$ cat config.mk
export PLATFORM = sky130hd
export DESIGN_NAME = jtvigil_busmap
export DESIGN_NICKNAME = d
export VERILOG_FILES = /design/src/rtl/jtvigil_pkg.sv /design/src/rtl/jtvigil_irqgen.sv /design/src/rtl/jtvigil_busmap.sv
export SDC_FILE = /design/constraint.sdc
export NUM_CORES = 1
export LEC_CHECK = 0
export ABC_AREA = 1
export BUFFER_PORTS_ARGS = -buffer_cell sky130_fd_sc_hd__buf_2
export CAP_MARGIN = 0
export CORE_MARGIN = 2
export CORE_UTILIZATION = 55
export CTS_BUF_LIST = sky130_fd_sc_hd__clkbuf_4 sky130_fd_sc_hd__clkbuf_8 sky130_fd_sc_hd__clkbuf_16
export DETAILED_ROUTE_END_ITERATION = 12
export GPL_ROUTABILITY_DRIVEN = 0
export PLACE_DENSITY_LB_ADDON = 0.3
export RECOVER_POWER = 100
export SLEW_MARGIN = 10
export SYNTH_ARGS = -nofsm -noshare
export SYNTH_HDL_FRONTEND = slang
export SYNTH_HIERARCHICAL = 1
export SYNTH_SLANG_ARGS = --single-unit
$ cat constraint.sdc
create_clock -name clk -period 3.1 [get_ports clk]
set_clock_uncertainty 0.05 [all_clocks]
set_input_delay 0.31 -clock clk [delete_from_list [all_inputs] [get_ports clk]]
set_output_delay 0.31 -clock clk [all_outputs]
set_load 0.02 [all_outputs]
$ cat src/rtl/jtvigil_pkg.sv
// Shared constants for the jtvigil main-CPU bus mapper: I/O register offsets,
// I/O write groups and memory region tags.
package jtvigil_pkg;

  localparam logic [2:0] IO_LATCH   = 3'd0;
  localparam logic [2:0] IO_FLIP    = 3'd1;
  localparam logic [2:0] IO_BANK    = 3'd4;

  localparam logic [2:0] GRP_SCROLL = 3'd0;
  localparam logic [2:0] GRP_ENABLE = 3'd1;

  localparam logic [1:0] REG_BANKWIN = 2'b10;
  localparam logic [3:0] REG_RAM     = 4'hE;
  localparam logic [3:0] REG_SCR     = 4'hD;
  localparam logic [4:0] REG_PAL     = 5'b11001;
  localparam logic [4:0] REG_OBJ     = 5'b11000;

  typedef enum logic [1:0] {
    WR_NONE,
    WR_CTRL,
    WR_SCROLL,
    WR_ENABLE
  } wr_grp_e;

  // Classify an I/O write by the low address byte.
  function automatic wr_grp_e decode_wr(input logic [7:0] a);
    wr_grp_e grp;
    if (a[7] == 1'b0) begin
      grp = WR_CTRL;
    end else begin
      case (a[6:4])
        GRP_SCROLL: grp = WR_SCROLL;
        GRP_ENABLE: grp = WR_ENABLE;
        default:    grp = WR_NONE;
      endcase
    end
    return grp;
  endfunction

endpackage

$ cat src/rtl/jtvigil_irqgen.sv
// VBLANK interrupt generator: LVBL falling-edge detect, pause masking, and an
// acknowledge / timeout clear. The edge pulse is shared with the scroll commit.
module jtvigil_irqgen #(
  parameter int INT_TO = 512
) (
  input  logic clk,
  input  logic rst,
  input  logic lvbl,
  input  logic pause_n,
  input  logic ack,
  output logic vb_fall,
  output logic irq
);

  localparam int CW = (INT_TO > 1) ? $clog2(INT_TO) : 1;
  localparam logic [CW-1:0] CNT_LAST = CW'(INT_TO - 1);

  logic          lvbl_r;
  logic          irq_r;
  logic [CW-1:0] cnt_r;

  assign vb_fall = lvbl_r & ~lvbl;
  assign irq     = irq_r;

  // Edge history, interrupt flag and its self-clear counter; ack beats a new set.
  always_ff @(posedge clk or posedge rst) begin
    if (rst) begin
      lvbl_r <= 1'b0;
      irq_r  <= 1'b0;
      cnt_r  <= {CW{1'b0}};
    end else begin
      lvbl_r <= lvbl;
      if (ack) begin
        irq_r <= 1'b0;
        cnt_r <= {CW{1'b0}};
      end else if (vb_fall && pause_n) begin
        irq_r <= 1'b1;
        cnt_r <= {CW{1'b0}};
      end else if (irq_r) begin
        if ((INT_TO != 0) && (cnt_r == CNT_LAST)) begin
          irq_r <= 1'b0;
        end else begin
          cnt_r <= cnt_r + {{(CW-1){1'b0}}, 1'b1};
        end
      end else begin
        cnt_r <= cnt_r;
      end
    end
  end

endmodule

$ cat src/rtl/jtvigil_busmap.sv
// Z80 main-CPU bus mapper: memory/I-O decode, banked ROM address, control and
// double-buffered scroll registers, VBLANK IRQ and ROM wait.
module jtvigil_busmap
  import jtvigil_pkg::*;
#(
  parameter int BANKW     = 3,
  parameter int BANK_BASE = 'h8000,
  parameter int NSCR      = 2,
  parameter int SCRW      = 11,
  parameter int VBLATCH   = 1,
  parameter int INT_TO    = 512,
  localparam int AW       = 15 + BANKW
) (
  input  logic                 clk,
  input  logic                 rst,
  input  logic [15:0]          A,
  input  logic                 mreq_n,
  input  logic                 iorq_n,
  input  logic                 rd_n,
  input  logic                 wr_n,
  input  logic                 m1_n,
  input  logic [7:0]           cpu_dout,
  input  logic                 LVBL,
  input  logic                 dip_pause,
  input  logic                 rom_ok,
  output logic [AW-1:0]        main_addr,
  output logic                 rom_cs,
  output logic                 ram_cs,
  output logic                 scr_cs,
  output logic                 pal_cs,
  output logic                 obj_cs,
  output logic [2:0]           in_sel,
  output logic                 io_rd,
  output logic                 wait_n,
  output logic                 int_n,
  output logic                 latch_wr,
  output logic [BANKW-1:0]     bank,
  output logic                 flip,
  output logic [NSCR*SCRW-1:0] scr_pos,
  output logic [NSCR-1:0]      scr_enb
);

  logic             wr_q_r, latch_r, flip_r;
  logic [BANKW-1:0] bank_r;
  logic [SCRW-1:0]  shadow_r [NSCR];
  logic [SCRW-1:0]  pos_r    [NSCR];
  logic [NSCR-1:0]  enb_r;
  logic             hi_pend_r;
  logic [2:0]       hi_chan_r;

  logic    mreq_s, io_wr_s, wr_stb_s, vb_fall_s, irq_s;
  wr_grp_e grp_s;
  logic [2:0] chan_s;

  assign mreq_s = ~mreq_n;
  assign rom_cs = mreq_s & (~A[15] | (A[15:14] == REG_BANKWIN));
  assign ram_cs = mreq_s & (A[15:12] == REG_RAM);
  assign scr_cs = mreq_s & (A[15:12] == REG_SCR);
  assign pal_cs = mreq_s & (A[15:11] == REG_PAL);
  assign obj_cs = mreq_s & (A[15:11] == REG_OBJ) & ~wr_n;

  assign io_rd  = ~iorq_n & ~rd_n & m1_n;
  assign in_sel = A[2:0];
  assign wait_n = ~(rom_cs & ~rom_ok & ~rd_n);

  // Only the first clock of an I/O write acts, however long the CPU holds it.
  assign io_wr_s  = ~iorq_n & ~wr_n;
  assign wr_stb_s = io_wr_s & ~wr_q_r;
  assign grp_s    = decode_wr(A[7:0]);
  assign chan_s   = A[3:1];

  // Fixed window below 32K, banked 16K window above it.
  always_comb begin
    main_addr = {AW{1'b0}};
    if (A[15] == 1'b0) begin
      main_addr = AW'(A[14:0]);
    end else begin
      main_addr = AW'({bank_r, A[13:0]}) + AW'(BANK_BASE);
    end
  end

  jtvigil_irqgen #(.INT_TO(INT_TO)) u_irqgen (
    .clk     (clk),
    .rst     (rst),
    .lvbl    (LVBL),
    .pause_n (dip_pause),
    .ack     (~iorq_n & ~m1_n),
    .vb_fall (vb_fall_s),
    .irq     (irq_s)
  );

  // Write-edge history and the control register bank.
  always_ff @(posedge clk or posedge rst) begin
    if (rst) begin
      wr_q_r  <= 1'b0;
      latch_r <= 1'b0;
      flip_r  <= 1'b0;
      bank_r  <= {BANKW{1'b0}};
    end else begin
      wr_q_r  <= io_wr_s;
      latch_r <= wr_stb_s && (grp_s == WR_CTRL) && (A[2:0] == IO_LATCH);
      if (wr_stb_s && (grp_s == WR_CTRL)) begin
        case (A[2:0])
          IO_FLIP: flip_r <= cpu_dout[0];
          IO_BANK: bank_r <= cpu_dout[BANKW-1:0];
          default: flip_r <= flip_r;
        endcase
      end
    end
  end

  // Scroll shadows, committed positions and channel enables.
  always_ff @(posedge clk or posedge rst) begin
    if (rst) begin
      for (int k = 0; k < NSCR; k++) begin
        shadow_r[k] <= {SCRW{1'b0}};
        pos_r[k]    <= {SCRW{1'b0}};
      end
      enb_r     <= {NSCR{1'b0}};
      hi_pend_r <= 1'b0;
      hi_chan_r <= 3'd0;
    end else begin
      hi_pend_r <= wr_stb_s && (grp_s == WR_SCROLL) && A[0];
      hi_chan_r <= chan_s;
      for (int k = 0; k < NSCR; k++) begin
        if (wr_stb_s && (grp_s == WR_SCROLL) && (chan_s == 3'(k))) begin
          if (A[0]) shadow_r[k][SCRW-1:8] <= cpu_dout[SCRW-9:0];
          else      shadow_r[k][7:0]      <= cpu_dout;
        end
        if (VBLATCH != 0) begin
          if (vb_fall_s) pos_r[k] <= shadow_r[k];
        end else if (hi_pend_r && (hi_chan_r == 3'(k))) begin
          pos_r[k] <= shadow_r[k];
        end
        if (wr_stb_s && (grp_s == WR_ENABLE) && (A[2:0] == 3'(k))) begin
          enb_r[k] <= cpu_dout[6];
        end
      end
    end
  end

  // Flatten committed positions, channel k at [k*SCRW +: SCRW].
  always_comb begin
    scr_pos = {(NSCR*SCRW){1'b0}};
    for (int k = 0; k < NSCR; k++) begin
      scr_pos[k*SCRW +: SCRW] = pos_r[k];
    end
  end

  assign latch_wr = latch_r;
  assign flip     = flip_r;
  assign bank     = bank_r;
  assign scr_enb  = enb_r;
  assign int_n    = ~irq_s;

endmodule

After elaboration in Yosys (flattened, before gate mapping)
Cells that the tools add are included.
Word-level totals
  word-level logic and storage cells: 89
  memories: 0
  register bits: 63
  input port bits: 34
  ROM bits: 0
  bits in latches: 0
  output and inout port bits: 58
  RAM bits: 0
Cells by class
  bitwise gates (word level): 27
  reduce and logical (&&, ||, !) cells: 20
  multiply operators: 0
  order comparisons: 0
  shifts and indexed selects: 0
  muxes and demuxes: 11
  div/mod/pow operators: 0
  equal/unequal tests: 14
  add/subtract/negate cells: 2
Operator list (number)
  2-to-1 mux 9 bit: 4
  adder 17 x 16 -> 18 bit, second input constant: 1
  2-to-1 mux 18 bit: 1
  AND 1 bit: 14
  AND reduction 2 bit: 7
  inverter 1 bit: 12
  equality test 5 bit, second input constant: 2
  adder 9 x 1 -> 9 bit, second input constant: 1
  equality test 3 x 1 -> 1 bit, second input constant: 3
  equality test 9 bit, second input constant: 1
  logical AND 1 bit: 9
  logical NOT 3 bit: 3
  equality test 4 bit, second input constant: 2
  equality test 2 bit, second input constant: 3
  2-to-1 mux 1 bit: 4
  one-hot mux 2 bit (2 select lines): 1
  equality test 3 bit, second input constant: 1
  != test 3 x 1 -> 1 bit, second input constant: 1
  nonzero test 3 bit: 1
  equality test 2 x 1 -> 1 bit, second input constant: 1
  2-to-1 mux 2 bit: 1
  bitwise OR 1 bit: 1

Logic depth before layout (Yosys ltp)
Gate-level depths: netlist of the first run.
  depth in word-level cells: 7
  depth in mapped cells: 12
  gate-level depth less buffers: 12

Modules after synthesis
Netlist of the first run, hierarchy kept.
Modules (own cells, without submodules)
  jtvigil_busmap: cells each 243, seq. area each 1301.2 um^2, times used 1, area each 2416.1 um^2
  jtvigil_irqgen: cells each 76, seq. area each 275.3 um^2, times used 1, area each 588.1 um^2

Worst setup path after synthesis of the first run
Ideal clock, no wire load.
  path kind: reg2reg
  start point: register u_irqgen.cnt_r[0]
  end point: register u_irqgen.cnt_r[7]
  setup time: 0.065 ns
  arrival: 1.517 ns
  stages on the path, launching flop included: 12
  slack: 1.468 ns
  buffers on the path: 0
  cells stage by stage: dfrtp_1 > ha_1 > nand2_1 > clkinv_1 > nand2_1 > nor2_1 > ha_1 > nor2_1 > nand3_2 > inv_2 > nand3_1 > nand2_1
On the way
  cells in the longest elaborated chain, start to end: 5
  elaborated cells between the ends (all ways): 8
  those cells by class: add/sub: 1; eq/ne: 2; mux: 4; reduce/logical: 1
Ends and longest elaborated chain
  from (decl): line jtvigil_irqgen.sv:20  | logic [CW-1:0] cnt_r;
  from (signal assigned): line jtvigil_irqgen.sv:30  | cnt_r <= {CW{1'b0}};
  from (signal assigned): line jtvigil_irqgen.sv:35  | cnt_r <= {CW{1'b0}};
  from (signal assigned): line jtvigil_irqgen.sv:38  | cnt_r <= {CW{1'b0}};
  adder 9 x 1 -> 9 bit: line jtvigil_irqgen.sv:43  | cnt_r <= cnt_r + {{(CW-1){1'b0}}, 1'b1};
  2-to-1 mux 9 bit: line jtvigil_irqgen.sv:40  | if ((INT_TO != 0) && (cnt_r == CNT_LAST)) begin
  2-to-1 mux 9 bit: line jtvigil_irqgen.sv:39  | end else if (irq_r) begin
  2-to-1 mux 9 bit: line jtvigil_irqgen.sv:36  | end else if (vb_fall && pause_n) begin
  2-to-1 mux 9 bit: line jtvigil_irqgen.sv:33  | if (ack) begin
Parallel ways exist; a longest one is shown, timed or not. The select of a mux whose other input is x is not followed.
A chain may end at the register's enable or synchronous reset.

Worst setup path in the final report of the first run
  start point: register u_irqgen.lvbl_r
  end point: register pos_r (netlist bit scr_pos[9])
On the way
  cells in the longest elaborated chain, start to end: 1
Ends and longest elaborated chain
  from (decl): line jtvigil_irqgen.sv:18  | logic lvbl_r;
  from (signal assigned): line jtvigil_irqgen.sv:32  | lvbl_r <= lvbl;
  AND 1 bit: line jtvigil_irqgen.sv:22  | assign vb_fall = lvbl_r & ~lvbl;
  named net vb_fall_s: line jtvigil_busmap.sv:51  | logic mreq_s, io_wr_s, wr_stb_s, vb_fall_s, irq_s;
  to (signal, indexed assignment): line jtvigil_busmap.sv:117  | pos_r[k] <= {SCRW{1'b0}};
  to (signal, indexed assignment): line jtvigil_busmap.sv:131  | if (vb_fall_s) pos_r[k] <= shadow_r[k];
  to (signal, indexed assignment): line jtvigil_busmap.sv:133  | pos_r[k] <= shadow_r[k];
  to (decl): line jtvigil_busmap.sv:46  | logic [SCRW-1:0] pos_r [NSCR];
The timed path passes the listed nets, and every way through them passes these cells.

==> flow_metrics.tcl, run 1 <==
set metrics [dict create \
    status "complete, no violations" \
    clockBufferDepth 2 \
    antenna_cells 0 \
    portBuffers 85 \
    r2r-start "u_irqgen/lvbl_r" \
    ctsRootBufferMaster "clkbuf_8" \
    sw_frac_of_total_pct 27.85 \
    layout.cells.most_common_list "nand2_1, dfrtp_1, clkbuf_1, buf_2, inv_1" \
    grt_max_degree 53 \
    yosysWarnings 6 \
    power_leakage_nw 1.833 \
    synth.distinct_cells 29 \
    synth_nets 356 \
    hold_viol_final 0 \
    grt_pass1_vias 2293 \
    clock_sinks 63 \
    dr.pass1.iters 5 \
    path_cells "inv_1 > nor2_2 > clkbuf_1 > mux2_2" \
    reg2reg_to "scr_pos[9]" \
    p_comb_share_pct 11.8 \
    crit_family "buffers and inverters" \
    stdcell_area_sq_um 3458 \
    antenna_found_initial 0 \
    clk_latency_ps 340 \
    dieHeight_um 77.91 \
    grt_overflow 0 \
    detailed_place.area_sq_um 3339 \
    min_period_over_period_pct 64.58 \
    relSlewSlack_pct 17.75 \
    cp_num_buf_inv 2 \
    criticalPathCategory "reg -> reg" \
    rsz0062_at_grt "no" \
    syn_inst 319 \
    syn_area_per_cell_sq_um 9.417 \
    viasPerCell 5.195 \
    slew_violations 0 \
    power_switching_w 0.0005068 \
    rows 26 \
    min_period_ps 2002 \
    start_kind "flop" \
    drt_first_iter_violations 194 \
    maxCapViolCount 0 \
    fmax_ghz 0.4995 \
    cts_resized 0 \
    hold-path-cell-count 1 \
    tns_ps 0 \
    reg2reg_depth 4 \
    cts_tree "done" \
    clk_pin_slew_worst_paths_ps 70 \
    critical_path_arrival_ps 2180 \
    start_util_pct 57.72 \
    power_frac_clock_pct 40.1 \
    setup_viol 0 \
    r2r_slack_ps 1100 \
    finalWirelength_um 6357 \
    design.die.area_sq_um 6069 \
    grt_pass1_wl_um 10780 \
    end_kind "flop" \
    area_growth_pct 15.12 \
    intPower_w 0.001313 \
    ys_ff_latch 63 \
    cts_max_level 3 \
    synthesis.area_sq_um 3004 \
    drcViolationCount 0 \
    seqPwrFrac_pct 48.2 \
    seq_area_frac_synth_pct 52.48 \
    ctsHoldBuffers 1 \
    cpMaxStageDelayCell "clkbuf_1" \
    hp-start "LVBL" \
    pwr_density_cell_nw_per_um2 526.3 \
    fp.coreArea_sq_um 5205 \
    fin_nets 428 \
    peakVddDrop_uv 301.4 \
    cts_buffers 9 \
    vias 2421 \
    dp.final_hpwl_um 4492 \
    grt_usage_pct 22.85 \
    cp_max_fo 22 \
    drive_gt1_share_pct 18.69 \
    final_common_cell "nand2_1" \
    die_x_um 77.91 \
    worst_pin_slew_ps 1234 \
    crit_required_ps 3280 \
    wl_per_cell_um 13.64 \
    critPathMaxStageDelay_ps 910 \
    postCtsSetupRepairBufs 0 \
    io_pins 92 \
    hold_end "u_irqgen/lvbl_r" \
    ant_nets 0 \
    min_path_type "in -> reg" \
]
==> cells by family after synthesis <==
group,share of synthesized area (%)
DFF,52.48
muxes,8.247
AOI/OAI and AO/OA,1.999
and+or+nand+nor,25.82
xor gates and xnor gates,0.5832
adders and majority gates,1.250
buffers and inverters,9.621
==> synthesized netlist by cell type <==
cell | count | share of area [%]
nand2_1 | 95 | 12
dfrtp_1 | 63 | 52
inv_1 | 24 | 3.0
mux2_2 | 22 | 8.2
nand4_1 | 22 | 4.6
buf_4 | 18 | 4.5
nor2_1 | 17 | 2.1
nand3_1 | 16 | 2.7
buf_2 | 6 | 1.0
o21ai_0 | 4 | 0.67
o21ai_1 | 4 | 0.67
ha_1 | 3 | 1.2
nor3_1 | 3 | 0.50
buf_6 | 2 | 0.75
inv_2 | 2 | 0.25
nand2_2 | 2 | 0.42
nand3_2 | 2 | 0.67
nor2_4 | 2 | 0.75
o21bai_1 | 2 | 0.50
a21oi_1 | 1 | 0.17
clkinv_1 | 1 | 0.12
nand3_4 | 1 | 0.58
nor2_2 | 1 | 0.21
nor2_8 | 1 | 0.67
nor3_2 | 1 | 0.33
nor3b_1 | 1 | 0.25
nor4_1 | 1 | 0.21
xnor2_1 | 1 | 0.29
xor2_1 | 1 | 0.29
==> flip-flops by register name, summed over array words and instances (netlist names) <==
| name | count |
|---|---|
| bank | 3 |
| flip | 1 |
| latch_wr | 1 |
| scr_enb | 2 |
| scr_pos | 22 |
| shadow_r | 22 |
| u_irqgen/cnt_r | 9 |
| u_irqgen/irq | 1 |
| u_irqgen/lvbl_r | 1 |
| wr_q_r | 1 |
==> worst max path at each step <==
stage | startpoint | to | slack (ps) | cells past startpoint
finish | u_irqgen/lvbl_r | scr_pos[9] | 1100 | 4
global placement | u_irqgen/cnt_r[0] | u_irqgen/cnt_r[7] | 1380 | 11
floorplan | u_irqgen/cnt_r[0] | u_irqgen/cnt_r[7] | 1470 | 11
detailed placement | u_irqgen/cnt_r[0] | u_irqgen/cnt_r[4] | 1300 | 11
CTS | u_irqgen/cnt_r[0] | u_irqgen/cnt_r[6] | 1280 | 11
global route | u_irqgen/lvbl_r | scr_pos[7] | 970 | 4
==> power by group through the flow <==
stage	registers (W)	clock network (W)	logic (W)
floorplan	0.000909	0	0.000139
global placement	0.000890	0	0.000223
detailed placement	0.000891	0	0.000228
CTS	0.000876	0.000742	0.000230
global route	0.000880	0.000784	0.000238
finish	0.000877	0.000729	0.000214
==> cell type report <==
cell class,count,area [sq um]
clock buffers,10,137.6
multi-input cells,203,1119
inverters,27,101.3
clock inverters,6,68.82
flip-flops and latches,63,1577
fillers,475,1747
well taps,70,87.58
repair buffers,87,367.9
==> worst reg2reg max path, cell delays in order, from the launching register on <==
cell      delay [ps]
dfrtp_1          360
inv_1             60
nor2_2            70
clkbuf_1         910
mux2_2           450
==> per-layer routing <==
metal	track usage [%]	up-vias	part of all wire [%]
met5	0	-	0
met4	10.88	0	2.2
met3	6.512	15	5.6
met2	35.60	74	49
met1	29.53	1155	43
li1	-	1177	-
==> metrics by stage <==
step                util [%]  setup WS [ps]  hold slack [ps]  std cells  total power (W)
global route           66.44          971.7            70.37        466         0.001902
global placement       64.16           1377            287.4        449         0.001113
finish                 66.44           1098            67.27        466         0.001820
detailed placement     64.16           1302            285.0        449         0.001119
floorplan                  -           1468            112.4        319         0.001048
CTS                    68.32           1282            42.84        466         0.001848
(Power assumes the default switching activity.)
==> run 2, diff against run 1 <==
- CORE_UTILIZATION: 55 -> 51
- clock period: 3.1 -> 1.9 ns (I/O delays scaled with it)
==> run 2 against run 1 <==
  * Global-route usage is 1.5 points lower
  * First-iteration DRC count shrank 18%
  * Worst hold slack worse by 33 ps
  * Worst setup slack got worse by 980 ps
  * Clock power rose by 77%
  * Non-clock buffer count up 8
  * Clock-buffer cell count did not move
  * Critical endpoint is now u_irqgen/cnt_r[0]
==> flow_metrics.tcl, run 2 (synthesized netlist as in run 1, its figures left out) <==
set metrics [dict create \
    worst_pin_slew_ps 858.2 \
    dr.pass1.iters 4 \
    cp_max_fo 8 \
    start_util_pct 53.57 \
    finalWirelength_um 6443 \
    vias 2400 \
    min_period_ps 1780 \
    hold_viol_final 0 \
    relSlewSlack_pct 42.73 \
    portBuffers 85 \
    clock_sinks 63 \
    viasPerCell 5.042 \
    ant_nets 0 \
    p_comb_share_pct 12.2 \
    min_period_over_period_pct 93.67 \
    finalWorstSetupSlack_ps 120.4 \
    routed-wl-met3_um 352 \
    dr.max_layer_used "met4" \
    antenna_cells 0 \
    layout.cells.most_common_list "nand2_1, dfrtp_1, clkbuf_1, buf_2, inv_1" \
    intPower_w 0.002283 \
    min_path_type "in -> reg" \
    path_cells "ha_1 > nand2_1 > inv_2 > nand2_1 > nor2_1 > ha_1 > inv_1 > nand2_1 > nand3_1 > inv_2 > nand2_1 > o21ai_1" \
    hold_slack_ps 34.05 \
    area_growth_pct 18.28 \
    hold-path-cell-count 2 \
    drive_gt1_share_pct 21.29 \
    wl_per_cell_um 13.54 \
    hp-start "iorq_n" \
    grt_pass1_wl_um 10490 \
    tns_ps 0 \
    drcViolationCount 0 \
    power_switching_w 0.0008131 \
    ctsRootBufferMaster "clkbuf_8" \
    sw_frac_of_total_pct 26.26 \
    fmax_ghz 0.5619 \
    fin_cells 476 \
    dieHeight_um 80.75 \
    grt_pass1_vias 2237 \
    grt_overflow 0 \
    drt-met1-wl_um 2852 \
    power_leakage_nw 1.886 \
    crit_required_ps 2110 \
    critical_path_arrival_ps 1990 \
    criticalPathCategory "reg -> reg" \
    end_kind "flop" \
    final_common_cell "nand2_1" \
    peakVddDrop_uv 434.0 \
    pwr_density_cell_nw_per_um2 871.2 \
    cpMostUsedCell "nand2_1" \
    dp.final_hpwl_um 4556 \
    post-place-ws_ps 100.6 \
    cts_buffers 9 \
    maxCapViolCount 0 \
    seqPwrFrac_pct 46.2 \
    cpMaxStageDelayCell "dfrtp_1" \
    die_x_um 80.75 \
    slew_violations 0 \
    grt_max_degree 27 \
    cts_tree "done" \
    io_pins 92 \
    drt_first_iter_violations 159 \
    reg2reg_depth 12 \
    fp.coreArea_sq_um 5608 \
    rsz0062_at_grt "no" \
    clockBufferDepth 2 \
    power_frac_clock_pct 41.6 \
    worst-path-stages 12 \
    r2r-start "u_irqgen/cnt_r[0]" \
    clk_latency_ps 330 \
    cp_num_buf_inv 3 \
    fin_nets 436 \
    rows 27 \
    status "complete, no violations" \
    dp.cells 455 \
    design.die.area_sq_um 6521 \
    met2_length_um 3134 \
    clk_pin_slew_worst_paths_ps 70 \
    critPathMaxStageDelay_ps 400 \
    crit_family "simple AND/OR/NAND/NOR gates" \
    antenna_found_initial 0 \
    crit_path_start "u_irqgen/cnt_r[0]" \
    cts_max_level 3 \
    start_kind "flop" \
    grt_usage_pct 21.37 \
    setup_viol 0 \
]
-- run 2: cell count changes in the layout (fill, tap and decap cells not counted), moves of 2 or more --
cell / change
buf_4: +4
clkbuf_2: +2
clkinv_2: +2
dlygate4sd3_1: +2
nand3_1: -2
nand3_2: +2
o21ai_0: -2
o21ai_1: +2
-- run 2: per-stage QoR --
stage	utilization [%]	cell area, sq um	total power, W
after floorplan	-	3004	0.001709
after global placement	60.13	3372	0.001823
final	63.36	3553	0.003096
after CTS	64.61	3623	0.003121
after detailed placement	60.13	3372	0.001834
after global routing	63.36	3553	0.003215
-- run 2: what timing repair did --
item	in CTS	in global routing
setup endpoints to repair	0	9
gates resized for setup	0	3
setup buffers	0	2
hold buffers	3	0
hold endpoints to repair	34	0
-- run 2: final cells by class --
class                      instances  area [sq um]
multi-input combinational        203          1134
clock inverter                     6         83.83
clock buffer                      10         137.6
fill                             509          2054
timing repair buffer              95         427.9
sequential                        63          1577
tap                               72         90.09
inverter                          27         103.9
-- run 2: power groups by stage --
stage	Sequential, W	Combinational [W]	Clock [W]
floorplan	0.00148	0.000226	0
global placement	0.00145	0.000370	0
detailed placement	0.00146	0.000379	0
CTS	0.00143	0.000384	0.00131
global route	0.00144	0.000415	0.00136
finish	0.00143	0.000377	0.00129
-- run 2: per-layer routing --
metal,GRT usage (%),vias up
li1,-,1187
met1,28.72,1138
met2,33.33,65
met3,5.333,10
met4,8.983,0
met5,0,-
-- run 2: final timing paths --
path                                     end  slack (ps)
min                                   wr_q_r          30
min reg2reg                      shadow_r[4]         420
max                        u_irqgen/cnt_r[0]         120
max in group asynchronous       shadow_r[14]         310
max reg2reg                u_irqgen/cnt_r[0]         120
min in group asynchronous  u_irqgen/cnt_r[0]         350
-- run 2: worst reg2reg max path: stages (launching register included) --
cell     delay [ps]
dfrtp_1         400
ha_1            200
nand2_1          90
inv_2            80
nand2_1          60
nor2_1           90
ha_1            190
inv_1            50
nand2_1          70
nand3_1         110
inv_2           150
nand2_1          70
o21ai_1          90
